$ cat src/rtl/bf16_add_sched.sv
// Round-robin scheduler sharing one BF16 adder among NUM_REQ requesters.
// Latency: acceptance at edge E0 -> o_rsp_valid after edge E0+ADD_LAT+1; one op in flight.
// Backpressure: holds response in RESP until i_rsp_ready; no grants while WAIT/RESP.
module bf16_add_sched #(
  parameter int NUM_REQ   = 4,
  parameter int SIZE_DATA = 16,
  parameter int ADD_LAT   = 0,
  parameter int ID_W      = $clog2(NUM_REQ)
) (
  input  logic                           i_clk,
  input  logic                           i_rst_n,
  input  logic [NUM_REQ-1:0]             i_req_valid,
  input  logic [NUM_REQ*SIZE_DATA-1:0]   i_req_a,
  input  logic [NUM_REQ*SIZE_DATA-1:0]   i_req_b,
  output logic [NUM_REQ-1:0]             o_req_ready,
  output logic [SIZE_DATA-1:0]           o_add_a,
  output logic [SIZE_DATA-1:0]           o_add_b,
  input  logic [SIZE_DATA-1:0]           i_add_result,
  output logic                           o_rsp_valid,
  output logic [SIZE_DATA-1:0]           o_rsp_data,
  output logic [ID_W-1:0]                o_rsp_id,
  input  logic                           i_rsp_ready,
  output logic                           o_busy
);

  // Counter must hold 0..ADD_LAT; keep at least one bit for the combinational-adder case.
  localparam int CNT_W = (ADD_LAT > 0) ? $clog2(ADD_LAT + 1) : 1;

  typedef enum logic [1:0] {IDLE, WAIT, RESP} state_e;

  state_e               state_q, state_d;
  logic [ID_W-1:0]      ptr_q, ptr_d;
  logic [CNT_W-1:0]     cnt_q, cnt_d;
  logic [SIZE_DATA-1:0] add_a_q, add_a_d;
  logic [SIZE_DATA-1:0] add_b_q, add_b_d;
  logic                 rsp_valid_q, rsp_valid_d;
  logic [SIZE_DATA-1:0] rsp_data_q, rsp_data_d;
  logic [ID_W-1:0]      rsp_id_q, rsp_id_d;

  logic                 grant_vld;
  logic [ID_W-1:0]      grant_idx;
  logic [SIZE_DATA-1:0] sel_a, sel_b;

  // Round-robin search from ptr+1; walking offsets downward lets the nearest valid win.
  always_comb begin
    logic [ID_W-1:0] idx;
    grant_vld = 1'b0;
    grant_idx = '0;
    idx       = '0;
    for (int off = NUM_REQ; off >= 1; off--) begin
      idx = ID_W'((int'(ptr_q) + off) % NUM_REQ);
      if (i_req_valid[idx]) begin
        grant_vld = 1'b1;
        grant_idx = idx;
      end
    end
  end

  // Operand mux for the winning requester, using constant slices only.
  always_comb begin
    sel_a = '0;
    sel_b = '0;
    for (int k = 0; k < NUM_REQ; k++) begin
      if (grant_idx == ID_W'(k)) begin
        sel_a = i_req_a[k*SIZE_DATA +: SIZE_DATA];
        sel_b = i_req_b[k*SIZE_DATA +: SIZE_DATA];
      end
    end
  end

  // One-hot grant, only in IDLE and forced low while reset is asserted.
  always_comb begin
    o_req_ready = '0;
    if (state_q == IDLE && grant_vld && i_rst_n) begin
      o_req_ready[grant_idx] = 1'b1;
    end
  end

  // Next-state logic: accept in IDLE, count adder latency in WAIT, drain in RESP.
  always_comb begin
    state_d     = state_q;
    ptr_d       = ptr_q;
    cnt_d       = cnt_q;
    add_a_d     = add_a_q;
    add_b_d     = add_b_q;
    rsp_valid_d = rsp_valid_q;
    rsp_data_d  = rsp_data_q;
    rsp_id_d    = rsp_id_q;
    case (state_q)
      IDLE: begin
        if (grant_vld) begin
          add_a_d  = sel_a;
          add_b_d  = sel_b;
          rsp_id_d = grant_idx;
          ptr_d    = grant_idx;
          cnt_d    = '0;
          state_d  = WAIT;
        end
      end
      WAIT: begin
        // The adder result is sampled exactly once, on the edge ending the last WAIT cycle.
        if (cnt_q == CNT_W'(ADD_LAT)) begin
          rsp_data_d  = i_add_result;
          rsp_valid_d = 1'b1;
          state_d     = RESP;
        end else begin
          cnt_d = cnt_q + 1'b1;
        end
      end
      RESP: begin
        if (i_rsp_ready) begin
          rsp_valid_d = 1'b0;
          state_d     = IDLE;
        end
      end
      default: state_d = IDLE;
    endcase
  end

  // State registers; ptr resets to the last requester so requester 0 has first priority.
  always_ff @(posedge i_clk or negedge i_rst_n) begin
    if (!i_rst_n) begin
      state_q     <= IDLE;
      ptr_q       <= ID_W'(NUM_REQ - 1);
      cnt_q       <= '0;
      add_a_q     <= '0;
      add_b_q     <= '0;
      rsp_valid_q <= 1'b0;
      rsp_data_q  <= '0;
      rsp_id_q    <= '0;
    end else begin
      state_q     <= state_d;
      ptr_q       <= ptr_d;
      cnt_q       <= cnt_d;
      add_a_q     <= add_a_d;
      add_b_q     <= add_b_d;
      rsp_valid_q <= rsp_valid_d;
      rsp_data_q  <= rsp_data_d;
      rsp_id_q    <= rsp_id_d;
    end
  end

  assign o_add_a     = add_a_q;
  assign o_add_b     = add_b_q;
  assign o_rsp_valid = rsp_valid_q;
  assign o_rsp_data  = rsp_data_q;
  assign o_rsp_id    = rsp_id_q;
  assign o_busy      = (state_q != IDLE);

endmodule

$ cat config.mk
export PLATFORM = sky130hd
export DESIGN_NAME = bf16_add_sched
export DESIGN_NICKNAME = d
export VERILOG_FILES = /design/src/rtl/bf16_add_sched.sv
export SDC_FILE = /design/constraint.sdc
export NUM_CORES = 1
export LEC_CHECK = 0
export CAP_MARGIN = 20
export CORE_MARGIN = 3
export CORE_UTILIZATION = 34
export DETAILED_ROUTE_END_ITERATION = 7
export PLACE_DENSITY = 0.78
export SLEW_MARGIN = 25
export SYNTH_ARGS = -nofsm -noshare
export SYNTH_HDL_FRONTEND = slang
export SYNTH_SLANG_ARGS = --single-unit
$ cat constraint.sdc
create_clock -name i_clk -period 2.1 [get_ports i_clk]
set_input_delay 0.525 -clock i_clk [delete_from_list [all_inputs] [get_ports i_clk]]
set_output_delay 0.525 -clock i_clk [all_outputs]
set_load 0.05 [all_outputs]
# Yosys cells after proc, flatten, opt, wreduce, memory -nomap -nowiden
# Cells that the tools add are included.
op_classes:
  n_div: 0
  muxes: 37
  n_addsub: 5
  shift: 0
  reduce_logical: 13
  magnitude_cmp: 6
  bitwise_logic: 1
  mul: 0
  n_eq_ne: 8
ops:
  columns: ["operator", "n"]
  rows:
  - ["2-to-1 mux 16 bit", 8]
  - ["less-than comparator 2 x 3 -> 1 bit (second input constant)", 5]
  - ["2-to-1 mux 2 bit", 7]
  - ["2-to-1 mux 1 bit", 13]
  - ["binary-select mux 1 bit (select 2 bit)", 4]
  - ["== test 2 bit (second input constant)", 3]
  - ["!= test 2 bit (second input constant)", 3]
  - ["one-hot mux 2 bit (3 select lines)", 1]
  - ["AND reduction 2 bit", 3]
  - ["AND reduction 3 bit", 2]
  - ["nonzero test 2 bit", 3]
  - ["adder 2 x 1 -> 2 bit (second input constant)", 2]
  - ["adder 2 bit (second input constant)", 2]
  - ["== test 2 x 1 -> 1 bit (second input constant)", 2]
  - ["zero test 2 bit", 2]
  - ["2-to-1 mux 4 bit", 1]
  - ["one-hot mux 1 bit (2 select lines)", 2]
  - ["logical AND 1 bit", 3]
  - ["demux 1 bit (select 2 bit)", 1]
  - ["greater-or-equal comparator 2 x 1 -> 1 bit (second input constant)", 1]
  - ["adder 1 bit (second input constant)", 1]
  - ["NOT 1 bit", 1]
totals:
  reg_bits: 56
  word_cells: 78
  latch_bits: 0
  mem_count: 0
  inputBits: 151
  rom_bits: 0
  output_inout_bits: 56
  ram_bits: 0

# Logic depth before layout (Yosys ltp)
# Gate-level depths: netlist (run 1).
depth:
  ltp_word: 12
  ltp_mapped: 8
  ltp_nobuf: 6

# Least setup slack after synthesis (run 1)
# Ideal clock, no wire load.
synth_timing:
  path_type: "register -> output"
  start: "register state_q[1]"
  end: "output o_req_ready[0]"
  path_slack_ns: -0.751
  required_ns: 1.575
  arrival_ns: 2.326
  n_path_buf: 2
  stages_incl_launch_ff: 8
  cell_sequence: "dfrtp_1 or2_1 or2_1 inv_2 buf_4 buf_2 nand3_1 nor2_1"
synth_between:
  elab_chain_len: 4
synth_lines:
  columns: ["element", "line_no", "text"]
  rows:
  - ["start, declared", "31", "state_e state_q, state_d;"]
  - ["start signal, assigned", "132", "state_q <= state_d;"]
  - ["zero test 2 bit", "74", "if (state_q == IDLE && grant_vld && i_rst_n) begin"]
  - ["logical AND 1 bit (2 in a row)", "74", null]
  - ["2-to-1 mux 4 bit", "74", null]
  - ["end, declared", "15", "output logic [NUM_REQ-1:0] o_req_ready,"]
# No other way between the ends.

# Worst setup path in the final report (run 1)
layout_timing:
  start: "register ptr_q[0]"
  end: "output o_req_ready[3]"
layout_between:
  elab_chain_len: 12
layout_lines:
  columns: ["element", "line_no", "text"]
  rows:
  - ["start, declared", "32", "logic [ID_W-1:0] ptr_q, ptr_d;"]
  - ["start signal, assigned", "124", "ptr_q <= ID_W'(NUM_REQ - 1);"]
  - ["start signal, assigned", "133", "ptr_q <= ptr_d;"]
  - ["adder 2 x 1 -> 2 bit", "51", "idx = ID_W'((int'(ptr_q) + off) % NUM_REQ);"]
  - ["binary-select mux 1 bit (select 2 bit)", "52", "if (i_req_valid[idx]) begin"]
  - ["2-to-1 mux 1 bit (not written as such)", "52", null]
  - ["2-to-1 mux 2 bit (4 in a row)", "52", null]
  - ["less-than comparator 2 x 3 -> 1 bit (not written as such) or greater-or-equal comparator 2 x 1 -> 1 bit (tied branches)", "75", "o_req_ready[grant_idx] = 1'b1;"]
  - ["logical AND 1 bit (not written as such)", "75", null]
  - ["2-to-1 mux 1 bit (not written as such)", "75", null]
  - ["demux 1 bit (select 2 bit)", "75", null]
  - ["2-to-1 mux 4 bit (*)", "74", null]
# Every way passes the cells marked *; elsewhere a longest branch is shown, timed or not. The select of a mux whose other input is x is not followed.

==> impl_metrics.json, run 1 <==
{
  "status": "finished, violations left",
  "violations": "setup timing",
  "io_pins": 207,
  "via_count": 3337,
  "max_slew_margin_pct": 62.7,
  "power_mw": 9.00,
  "netlist_area_um2": 3290,
  "yosysSeqAreaShare_pct": 41.9,
  "syn_inst": 310,
  "grt_use_total_pct": 19.9,
  "grt_pass1_wl_um": 17600,
  "start_util_pct": 35.3,
  "cts_tree": "built",
  "cp_max_fo": 4,
  "drive_above_1_share_pct": 21.6,
  "hold_slack_ns": 0.255,
  "drtPass1Iterations": 4,
  "hpwl_um": 8690,
  "setup_viol": 4,
  "coreArea_um2": 9330,
  "cp.required_ns": 1.57,
  "fin_ws_ns": -0.266,
  "layout_min_cycle_time_ns": 2.37,
  "arrival_ns": 1.84,
  "async_reset_ff_share_pct": 100,
  "gr-max-usage-layer": "met2",
  "crit_path_start_kind": "register",
  "placedCellCount": 650,
  "numCtsBuffers": 5,
  "yosysWarnings": 0,
  "ant_nets": 0,
  "synth_cell_type_count": 33,
  "drt_iter0_drc": 110,
  "use_met1_pct": 23.9,
  "yosysMostFrequentCell": "dfrtp_1",
  "dieArea_um2": 10900,
  "cp-end-kind": "output pin",
  "drc": 0,
  "grt_max_degree": 45,
  "root_buffer": "clkbuf_8",
  "r2r_cells": 8,
  "fin_nets": 688,
  "portBuffers": 206,
  "synth_area_leaders": "dfrtp_1 40%, a211oi_2 11%, mux2i_1 10%, a211oi_1 7.8%, mux2_1 5.5%",
  "first_global_vias": 3363,
  "instances_no_fill": 669,
  "hold_class": "in -> async",
  "synth_commonest_cells": "53 x dfrtp_1, 44 x nor2_1, 34 x a211oi_1, 33 x mux2i_1, 30 x a211oi_2",
  "wl_per_cell_um": 17.0,
  "p_leak_nw": 2.39,
  "cts_hold_buffers": 0,
  "finalCritPeriodShare_pct": 113,
  "synth_top_area_cell": "dfrtp_1",
  "htree_levels": 2,
  "die_y_um": 104,
  "fp.dieW_um": 104,
  "ys_ff_latch": 55,
  "met3_usage_pct": 6.27,
  "clock-sinks": 55,
  "globalRouteOverflowTotal": 0,
  "clock_skew_ns": 0.0159,
  "synth_fp_nets": 461,
  "synthFlopType": "dfrtp_1",
  "hold_viol_final": 0,
  "synth.avg_cell_area_um2": 10.6,
  "avgViaCountPerCell": 4.99,
  "synth-edff-count": 0,
  "fin_tns_setup_ns": -1.00,
  "cts.clk_slew.worst_paths_ns": 0.12,
  "routed_wl_um": 11400,
  "grt_setup_unrepaired": "yes",
  "synth_top_area_share_pct": 40.3,
  "clk_latency_ns": 0.32,
  "met2_usage_pct": 35.0,
  "clockBufferDepth": 2,
  "ir_worst_vdd_mv": 1.01,
  "worst_slew_pin_slew_ns": 0.560,
  "maxCapViolations": 0,
  "slew_violations": 0,
  "gp_congestion": 0.772,
  "crit_type": "reg -> out",
  "rows": 35,
  "syn_to_final_growth_pct": 83.5,
  "antenna_found_initial": 2,
  "max_clock_freq_ghz": 0.423,
  "powerDensity_nw_per_um2": 1490
}
## worst max-delay path, cell delays in order (launching register included)
cell      delay, ns
dfstp_2        0.59
nand2b_4       0.15
a21oi_4        0.06
buf_6          0.13
nor3_4         0.17
nand3_4        0.13
nor2_4         0.15
buf_12         0.14
## sequential cells by signal (all words and copies together), names as in the netlist
| signal | flops |
|---|---|
| o_rsp_valid | 1 |
| o_add_a | 16 |
| o_rsp_data | 16 |
| ptr_q | 2 |
| o_add_b | 16 |
| state_q | 2 |
| o_rsp_id | 2 |
## per-stage QoR
stage,cell area [um2],worst slack (ns),util (%)
2_1_floorplan,3380,-0.210,-
3_3_place_gp,5710,-0.515,61.2
3_5_place_dp,5710,-0.595,61.2
4_1_cts,5900,-0.258,63.2
5_1_grt,6040,-0.376,64.8
6_report,6040,-0.266,64.8
## layer usage
layer | wire length [um] | part of all wire, %
met1 | 4480 | 39
met2 | 5930 | 52
met3 | 896 | 7.9
met4 | 67 | 0.59
met5 | 0 | 0
## final cells by class
cell class,instances,area [um2]
Clock inverter,3,28.8
Fill cell,757,3290
Timing Repair Buffer,246,2480
Clock buffer,5,68.8
Inverter,3,13.8
Antenna cell,2,5.00
Tap cell,129,161
Multi-Input combinational cell,226,1910
Sequential cell,55,1380
## layout by cell type, fill, tap and decap left out, types with 2 or more instances in the layout
| cell type | n |
|---|---|
| inv_1 | 2 |
| dfrtp_1 | 53 |
| inv_6 | 2 |
| buf_8 | 2 |
| or2_4 | 3 |
| nor3b_1 | 23 |
| a21oi_4 | 2 |
| buf_6 | 4 |
| buf_4 | 33 |
| diode_2 | 2 |
| nor3_1 | 9 |
| dlygate4sd2_1 | 2 |
| a21o_1 | 3 |
| dfstp_2 | 2 |
| nand2b_1 | 2 |
| nor2_1 | 38 |
| nor2_4 | 5 |
| a211oi_2 | 35 |
| clkbuf_16 | 2 |
| mux2_1 | 16 |
| clkbuf_8 | 5 |
| a211oi_1 | 29 |
| nand2_1 | 9 |
| mux2i_1 | 33 |
| buf_12 | 5 |
| clkdlybuf4s50_1 | 192 |
| nand3_4 | 2 |
| nor2_2 | 2 |
| dlymetal6s2s_1 | 3 |
## cells by family (layout without fill, tap and decap cells)
family	count (synthesis)	count (layout)	share of synthesized area, %
and+or+nand+nor	100	100	15.5
AOI/OAI and AO/OA	77	77	21.9
DFF	55	55	41.9
muxes	49	49	15.5
buffers and inverters	29	257	5.17
other	0	2	0
## where the power goes
group          internal (mW)  leakage (nW)  switching, mW
clock network          0.253        0.0511          0.387
logic                   2.61          1.72           3.82
registers               1.63         0.620          0.304
## final timing paths
kind,start,endpoint,slack (ns)
max in group asynchronous,i_rst_n,o_add_b[1],1.30
max,ptr_q[0],o_req_ready[3],-0.27
max reg2reg,ptr_q[0],o_add_b[7],0.08
min,i_rst_n,o_add_a[9],0.26
min in group i_clk,o_rsp_id[1],o_rsp_id[1],0.49
min reg2reg,o_rsp_id[1],o_rsp_id[1],0.49
## what timing repair did
item                       CTS  global route
cloned                       0             3
pin swaps                    6            26
setup endpoints to repair   40            23
setup buffers                4             5
gates resized for setup     21            18
Note: power is estimated with default switching activity, not from simulation.
==> inputs of run 2 (changes only) <==
Settings changed: GPL_ROUTABILITY_DRIVEN from default to 0.
==> results of run 2 <==
Same layout as run 1: the final DEF is identical, and so are final timing and power.
==> inputs of run 3 (changes only) <==
Clock period 2.1 ns to 2 ns, I/O delays scaled along.
==> impl_metrics.json, run 3 (synthesis gave the netlist of run 1 again) <==
{
  "status": "finished, violations left",
  "violations": "setup timing",
  "io_pins": 207,
  "routed_wl_um": 12700,
  "first_global_vias": 3857,
  "grt_setup_unrepaired": "yes",
  "drtPass1Iterations": 4,
  "ir_worst_vdd_mv": 0.961,
  "hold_viol_final": 0,
  "cp_max_fo": 4,
  "portBuffers": 206,
  "cp.required_ns": 1.50,
  "cp_cell_sequence": "o21ai_2, a21oi_2, or3_4, nand3_4, nor2_4, buf_6",
  "cp_top_family": "flip-flops",
  "internal_power_mw": 5.09,
  "dieArea_um2": 10900,
  "pwr-share-clk_pct": 6.6,
  "drt_iter0_drc": 97,
  "worstReg2RegEnd": "o_add_a[9]",
  "htree_levels": 2,
  "globalRouteOverflowTotal": 0,
  "crit_buf_inv": 1,
  "numCtsBuffers": 5,
  "antenna_found_initial": 0,
  "via_count": 3434,
  "wl_per_cell_um": 18.7,
  "clk_latency_ns": 0.32,
  "layout_commonest_cell": "clkdlybuf4s50_1",
  "max_clock_freq_ghz": 0.430,
  "start_util_pct": 35.3,
  "cts_hold_buffers": 0,
  "coreArea_um2": 9330,
  "cts.clk_slew.worst_paths_ns": 0.11,
  "clock-sinks": 55,
  "drc": 0,
  "layout_min_cycle_time_ns": 2.32,
  "syn_to_final_growth_pct": 94.3,
  "ant_nets": 0,
  "slew_violations": 0,
  "r2r_setup_slack_ns": -0.10,
  "grt_use_total_pct": 23.0,
  "final_util_pct": 68.6,
  "pwr-share-comb_pct": 73.6,
  "fin_nets": 700,
  "finalCritPeriodShare_pct": 116,
  "p_sw_mw": 5.11,
  "setup_viol": 28,
  "crit_path_start_kind": "register",
  "layout_common_cells": "145 x clkdlybuf4s50_1, 63 x buf_4, 53 x dfrtp_1, 41 x a211oi_2, 38 x nor2_1",
  "hold_class": "in -> async",
  "fin_tns_setup_ns": -2.33,
  "die_y_um": 104,
  "p_leak_nw": 2.61,
  "diodes": 0,
  "arrival_ns": 1.82,
  "regToRegStartpoint": "ptr_q[1]",
  "slowest_stage": "dfstp_2",
  "fp.dieW_um": 104,
  "avgViaCountPerCell": 5.06,
  "worst_slew_pin_slew_ns": 0.535,
  "hpwl_um": 9090,
  "fin_ws_ns": -0.324,
  "cts_tree": "built",
  "root_buffer": "clkbuf_8",
  "cp-end-kind": "output pin",
  "powerDensity_nw_per_um2": 1590,
  "r2r_cells": 9,
  "clockBufferDepth": 2,
  "rows": 35,
  "maxCapViolations": 0,
  "grt_max_degree": 38,
  "p_seq_share_pct": 19.7,
  "max_stage_delay_ns": 0.60,
  "clock_skew_ns": 0.0106,
  "drive_above_1_share_pct": 32.9,
  "swShare_pct": 50.1,
  "grt_pass1_wl_um": 20500,
  "crit_type": "reg -> out",
  "max_slew_margin_pct": 64.3
}
==> run 3: changes by cell type in the layout (fill, tap and decap cells not counted), sizes merged <==
cell | before | now
bufbuf | 0 | 1
dlymetal6s2s | 3 | 10
clkbuf | 7 | 6
buf | 45 | 85
clkdlybuf4s50 | 192 | 145
diode | 2 | 0
dlygate4sd2 | 2 | 14
inv | 6 | 4
clkinv | 0 | 2
==> run 3: worst max path at each step <==
stage                               from             end  slack, ns  depth (start not counted)
after detailed placement  i_req_valid[1]  o_req_ready[0]      -0.64                          6
final                           ptr_q[0]  o_req_ready[0]      -0.32                          6
after global routing            ptr_q[0]  o_req_ready[0]      -0.39                          6
after floorplan                 ptr_q[1]  o_req_ready[0]      -0.28                          7
after CTS                       ptr_q[1]  o_req_ready[0]      -0.32                          5
after global placement    i_req_valid[1]  o_req_ready[0]      -0.61                          6
==> run 3: worst reg2reg max path: stages, from the launching register on <==
cell and delay [ns]:
dfstp_2 0.59, inv_1 0.07, buf_4 0.13, o22ai_2 0.19, or2_4 0.21, buf_8 0.14, buf_6 0.13, buf_12 0.15
mux2i_2 0.26, a211oi_2 0.09
==> run 3: layout make-up <==
class,count,area [um2]
Timing Repair Buffer,258,2650
Sequential cell,55,1380
Tap cell,129,161
Inverter,3,13.8
Clock buffer,5,68.8
Fill cell,697,2930
Clock inverter,3,28.8
Multi-Input combinational cell,226,2090
==> run 3: power groups by stage <==
| stage | Combinational, mW | Clock [mW] | Sequential (mW) |
|---|---|---|---|
| floorplan | 2.45 | 0 | 3.83 |
| global placement | 6.46 | 0 | 2.02 |
| detailed placement | 6.56 | 0 | 2.05 |
| CTS | 7.37 | 0.699 | 2.02 |
| global route | 7.90 | 0.737 | 2.10 |
| finish | 7.50 | 0.677 | 2.01 |
==> run 3: timing repair <==
item / 4_1_cts / 5_1_grt
endpoints found under the hold margin: 0 / 0
gates resized for setup: 75 / 26
pin swaps: 39 / 5
setup buffers: 9 / 2
gates cloned: 5 / 1
setup endpoints to repair: 52 / 50
==> run 3: metal layers <==
layer	vias up	GRT usage [%]	part of all wire (%)	wire length (um)
met4	0	4.56	1.3	163
li1	1620	-	-	-
met2	130	42.4	53	6740
met3	12	5.90	6.7	848
met1	1672	26.8	39	4960
met5	-	0	0	0
==> run 3: metrics by stage <==
| step | instances | hold slack, ns | cell area [um2] | total power, mW | setup WS [ns] |
|---|---|---|---|---|---|
| 6_report | 679 | 0.271 | 6400 | 10.2 | -0.324 |
| 5_1_grt | 679 | 0.288 | 6400 | 10.7 | -0.394 |
| 4_1_cts | 677 | 0.271 | 6290 | 10.1 | -0.317 |
| 3_5_place_dp | 656 | 0.475 | 5720 | 8.61 | -0.645 |
| 3_3_place_gp | 656 | 0.466 | 5720 | 8.48 | -0.610 |
| 2_1_floorplan | 310 | 0.204 | 3370 | 6.28 | -0.285 |
